File: src/rtl/fp_pkg.sv
// Shared types and width helpers for the FP mantissa datapath.
package fp_pkg;

  localparam int unsigned MAN_WIDTH_DEF = 11;

  // Default-configuration mantissa including hidden, guard and round/sticky bits.
  typedef logic [MAN_WIDTH_DEF+2:0] man_t;

  // Datapath width: mantissa plus hidden, guard and round/sticky bits.
  function automatic int unsigned man_w(input int unsigned man_width);
    return man_width + 3;
  endfunction

  // Width needed to hold a leading-zero count of 0..w.
  function automatic int unsigned lzc_w(input int unsigned w);
    return $clog2(w + 1);
  endfunction

endpackage

File: src/rtl/fp_lzc.sv
// Combinational leading-zero counter; count is W for an all-zero value.
module fp_lzc
  import fp_pkg::*;
#(
  parameter  int unsigned W   = 14,
  localparam int unsigned LZW = lzc_w(W)
) (
  input  logic [W-1:0]   value,
  output logic [LZW-1:0] count
);

  // Highest set bit wins because it is visited last.
  always_comb begin
    count = LZW'(W);
    for (int unsigned i = 0; i < W; i++) begin
      if (value[i]) count = LZW'(W - 1 - i);
    end
  end

endmodule

File: src/rtl/fp_man_addsub_pipe.sv
// Two-stage pipelined mantissa add/subtract with valid/ready on both sides.
// Stage 1 forms the raw W+1 bit sum/difference; stage 2 fixes the sign and
// registers magnitude, carry, negative and zero flags.
// Optional leading-zero count output: define FP_MAN_LZC_EN.
module fp_man_addsub_pipe
  import fp_pkg::*;
#(
  parameter  int unsigned MAN_WIDTH = 11,
  parameter  int unsigned TAG_WIDTH = 4,
  localparam int unsigned W         = man_w(MAN_WIDTH)
`ifdef FP_MAN_LZC_EN
  ,
  localparam int unsigned LZW       = lzc_w(W)
`endif
) (
  input  logic                 clk,
  input  logic                 rst_n,
  input  logic                 in_valid,
  output logic                 in_ready,
  input  logic [W-1:0]         man_higher,
  input  logic [W-1:0]         man_align,
  input  logic                 sub,
  input  logic [TAG_WIDTH-1:0] in_tag,
  output logic                 out_valid,
  input  logic                 out_ready,
  output logic [W-1:0]         out_sum,
  output logic                 out_carry,
  output logic                 out_neg,
  output logic                 out_zero,
  output logic [TAG_WIDTH-1:0] out_tag
`ifdef FP_MAN_LZC_EN
  ,
  output logic [LZW-1:0]       out_lzc
`endif
);

  logic                 s1_valid;
  logic                 s2_valid;
  logic                 s1_en;
  logic                 s2_en;
  logic [W:0]           raw_next;
  logic [W:0]           s1_raw;
  logic                 s1_sub;
  logic [TAG_WIDTH-1:0] s1_tag;
  logic [W-1:0]         sum_next;
  logic                 carry_next;
  logic                 neg_next;
  logic                 zero_next;

  // Pipeline enables: a stage loads when empty or when its content moves on.
  always_comb begin
    s2_en    = !s2_valid || out_ready;
    s1_en    = !s1_valid || s2_en;
    in_ready = s1_en;
  end

  // Stage 1 arithmetic: two's-complement subtract via inverted operand plus one.
  always_comb begin
    raw_next = {1'b0, man_higher}
             + {1'b0, (sub ? ~man_align : man_align)}
             + {{W{1'b0}}, sub};
  end

  // Stage 1 register: raw result, operation type and tag.
  always_ff @(posedge clk or negedge rst_n) begin
    if (!rst_n) begin
      s1_valid <= 1'b0;
      s1_raw   <= '0;
      s1_sub   <= 1'b0;
      s1_tag   <= '0;
    end else if (s1_en) begin
      s1_valid <= in_valid;
      if (in_valid) begin
        s1_raw <= raw_next;
        s1_sub <= sub;
        s1_tag <= in_tag;
      end
    end
  end

  // Stage 2 fix-up: for subtraction, bit W clear means the difference went negative.
  always_comb begin
    sum_next   = s1_raw[W-1:0];
    carry_next = 1'b0;
    neg_next   = 1'b0;
    if (!s1_sub) begin
      carry_next = s1_raw[W];
    end else if (!s1_raw[W]) begin
      sum_next = (~s1_raw[W-1:0]) + {{(W-1){1'b0}}, 1'b1};
      neg_next = 1'b1;
    end
    zero_next = (sum_next == '0);
  end

`ifdef FP_MAN_LZC_EN
  logic [LZW-1:0] lzc_next;

  fp_lzc #(.W(W)) u_lzc (
    .value (sum_next),
    .count (lzc_next)
  );

  // Leading-zero count registered alongside the sum.
  always_ff @(posedge clk or negedge rst_n) begin
    if (!rst_n) begin
      out_lzc <= '0;
    end else if (s2_en && s1_valid) begin
      out_lzc <= lzc_next;
    end
  end
`endif

  // Stage 2 / output register; held while the consumer stalls.
  always_ff @(posedge clk or negedge rst_n) begin
    if (!rst_n) begin
      s2_valid  <= 1'b0;
      out_sum   <= '0;
      out_carry <= 1'b0;
      out_neg   <= 1'b0;
      out_zero  <= 1'b0;
      out_tag   <= '0;
    end else if (s2_en) begin
      s2_valid <= s1_valid;
      if (s1_valid) begin
        out_sum   <= sum_next;
        out_carry <= carry_next;
        out_neg   <= neg_next;
        out_zero  <= zero_next;
        out_tag   <= s1_tag;
      end
    end
  end

  // Output valid is the stage 2 occupancy flag.
  always_comb begin
    out_valid = s2_valid;
  end

endmodule
File: config.mk
export PLATFORM = sky130hd
export DESIGN_NAME = fp_man_addsub_pipe
export DESIGN_NICKNAME = d
export VERILOG_FILES = /design/src/rtl/fp_pkg.sv /design/src/rtl/fp_lzc.sv /design/src/rtl/fp_man_addsub_pipe.sv
export SDC_FILE = /design/constraint.sdc
export NUM_CORES = 1
export LEC_CHECK = 0
export CORE_UTILIZATION = 45
export DETAILED_ROUTE_END_ITERATION = 12
export DONT_BUFFER_PORTS = 1
export PLACE_DENSITY = 0.62
export SETUP_SLACK_MARGIN = 0.4
export SYNTH_ARGS = -nofsm -noshare
export SYNTH_HDL_FRONTEND = slang
export SYNTH_SLANG_ARGS = --single-unit
File: constraint.sdc
create_clock -name clk -period 4.3 [get_ports clk]
set_input_delay 0.86 -clock clk [delete_from_list [all_inputs] [get_ports clk]]
set_output_delay 0.86 -clock clk [all_outputs]
set_load 0.005 [all_outputs]
==> run_results.csv <==
group,metric,value,unit
outcome,outcome,"finished, final reports clean",
sta,slew_headroom,33.94,%
finish,layout.cells.non_filler,367,
sta,finalSetupTns,0,ps
sta,timing_hold_violations_final,0,
power,leakagePower,1.268,nW
grt,antenna_found_initial,0,
clock_tree,clock-root-buffer,"clkbuf_8",
route,viasPerCell,5.466,
floorplanning,row_count,28,
route,firstDrtPassIters,4,
setup_path,slowest_delay,440,ps
clock_tree,post_cts_buffers,0,
finish,num-nets-final,343,
power,netSwitchingFraction,36.36,%
sta,fin_ws,1411,ps
setup_path,critPathCaptureType,"register",
floorplanning,coreArea,0.005956,mm^2
sta,fin_hold_ws,257.3,ps
sta,clock_skew,5.270,ps
setup_path,critPathMostFrequentCell,"nor3_1",
floorplanning,initial_core_util,47.16,%
floorplanning,dieArea,0.006562,mm^2
finish,diodes,0,
sta,finalCritPeriodShare,67.19,%
setup_path,crit_slowest_cell,"a2111oi_0",
setup_path,crit_path_start_kind,"input port",
power,total_power,1.317,mW
sta,tightestPinTransition,988.8,ps
logic_synthesis,yosysMostFrequentCell,"dfrtp_1",
finish,area_delta_synth_final,4.499,%
clock_tree,clk_latency,290,ps
placement,dp_slack,1140,ps
clock_tree,hold_buffers,0,
power,p_per_area,448.6,mW/mm^2
sta,min_period,2889,ps
placement,dp_hpwl,3992,um
route,drc_errors,0,
sta,grt_setup_unrepaired,"false",
logic_synthesis,yosys_warnings,0,
logic_synthesis,ys_top_cells_by_count,"dfrtp_1, nand2_1, o21ai_0",
power,p_comb_share,32.3,%
grt,grt_usage,16.30,%
placement,place_inst,359,
job,maxCapViolCount,0,
setup_path,path_class,"input port to register",
setup_path,crit_path_max_fanout,4,
clock_tree,cts_tree,"yes",
logic_synthesis,netlist_area,0.002809,mm^2
route,routed_wl,5111,um
clock_tree,cts_buffers,5,
clock_tree,clockBufferDepth,2,
clock_tree,post_cts_resized,0,
power,sequentialPowerShare,49.3,%
clock_tree,clock_sink_count,43,
floorplanning,pin_count,60,
clock_tree,clk_pin_slew,80,ps
floorplanning,die_w,81.01,um
power,p_int,838.0,uW
sta,fmax,346.1,MHz
hold_path,worstHoldPathType,"input port to async pin",
floorplanning,fp.dieH,81.01,um
finish,drive_gt1_share,10.27,%
logic_synthesis,synth.area.top_cells,"dfrtp_1, xor2_1, ha_1, o21ai_0, mux2_2",
setup_path,worstPathCellList,"mux2_2 > fa_1 > a211o_1 > a21o_1 > a2111oi_0 > nor3_1 > nor3_1 > o221ai_1",
power,vdd_drop_max,0.2166,mV
route,post_drt_wl_per_cell,13.93,um
logic_synthesis,synth_edf_count,0,
grt,grt_pass1_vias,1833,
placement,place_congestion,0.8843,
route,drtIter0Drc,101,
logic_synthesis,synth_seq_cells,43,
route,postRouteAntennaNets,0,
logic_synthesis,yosys.area.top_type,"dfrtp_1",
power,power.share.clock,18.4,%
grt,grt_first_pass_wirelength,8383,um
setup_path,arrival,3030,ps
logic_synthesis,synthArstFlopShare,100.0,%
placement,port_buffers,0,
clock_tree,h-tree-depth,2,
logic_synthesis,synth_ff_type,"dfrtp_1",
sta,slew_violations,0,
sta,setup_viol,0,
logic_synthesis,synth.distinct_cells,48,
grt,grt_start_max_net_pins,44,
setup_path,critPathRequiredTime,4440,ps
route,vias,2006,
logic_synthesis,syn_avg_cell_area,9.458,um^2
logic_synthesis,yosysSeqAreaShare,38.31,%
logic_synthesis,yosysTopAreaCellShare,38.31,%
logic_synthesis,postSynthCellCount,297,
logic_synthesis,syn_nets,349,
grt,overflow,0,
power,p_switching,478.8,uW
## cell usage in the layout (no fill, tap or decap), drive strengths merged, types with 2 or more instances in the layout
cell    instances
a31oi           3
o21ai          31
mux2           13
nand2          39
xor2           24
a21o            9
nor2b           2
mux2i           3
a311oi          2
inv             7
a21oi          12
o21a            2
xnor2          11
o31ai           5
buf             2
dfrtp          43
nor4b           2
nor2           13
ha             14
nor3            8
a31o            2
nand4           5
nand2b          6
nor3b           4
o41ai           2
a211o           2
or4             2
a211oi          3
clkbuf          6
nand3           2
## layout make-up
| class | count | area, um^2 |
|---|---|---|
| Inverter | 7 | 26.28 |
| Tap cell | 75 | 93.84 |
| Timing Repair Buffer | 2 | 15.01 |
| Clock inverter | 2 | 12.51 |
| Sequential cell | 43 | 1076 |
| Multi-Input combinational cell | 232 | 1639 |
| Fill cell | 588 | 3020 |
| Clock buffer | 6 | 72.57 |
## power by group through the flow
stage	Clock (mW)	Combinational, mW	Sequential, mW
3_3_place_gp	0	0.422	0.654
5_1_grt	0.272	0.488	0.674
6_report	0.242	0.425	0.650
3_5_place_dp	0	0.430	0.662
2_1_floorplan	0	0.390	0.611
4_1_cts	0.252	0.431	0.653
## stage by stage
step	util (%)	cell area (um^2)
after floorplan	-	2809
after global placement	47.86	2850
after detailed placement	47.86	2850
after CTS	49.29	2935
after global routing	49.29	2935
final	49.29	2935
## cells by family (layout without fill, tap and decap cells)
| group | after synthesis | after routing | share of synthesized area, % |
|---|---|---|---|
| buffers and inverters | 22 | 17 | 3.341 |
| adder cells (fa/ha/maj) | 15 | 15 | 6.949 |
| AO/OA/AOI/OAI | 80 | 80 | 18.93 |
| flip-flops | 43 | 43 | 38.31 |
| XOR/XNOR | 35 | 35 | 10.91 |
| AND/OR/NAND/NOR | 86 | 86 | 15.28 |
| multiplexers | 16 | 16 | 6.281 |
## path summary, 6_finish.rpt
kind	slack [ps]	cells past startpoint	from	endpoint
min in group clk	500	2	out_sum[6]	out_sum[6]
max	1410	8	man_align[0]	s1_raw[14]
max in group asynchronous	3960	0	rst_n	out_sum[2]
min reg2reg	500	2	out_sum[6]	out_sum[6]
min	260	0	rst_n	s1_tag[1]
max reg2reg	2190	5	s1_raw[14]	out_zero
## state kept, by name, summed over array words and instances, names as in the netlist
signal     cells
out_tag        4
out_valid      1
out_carry      1
out_zero       1
out_neg        1
s1_tag         4
s1_raw        15
s1_valid       1
out_sum       14
s1_sub         1
## metal layers
layer / vias up / GRT usage [%] / wire length [um]
met3: 4 / 3.820 / 231
met4: 0 / 4.286 / 32
li1: 1045 / - / -
met1: 912 / 21.89 / 2546
met2: 45 / 26.22 / 2300
met5: - / 0 / 0
## critical path: cells and delay by family
family / cells / cell delay, ps
adders and majority gates: 1 / 420
AOI/OAI and AO/OA: 4 / 1080
and+or+nand+nor: 2 / 320
muxes: 1 / 340
Power figures use the tool's default switching activity.
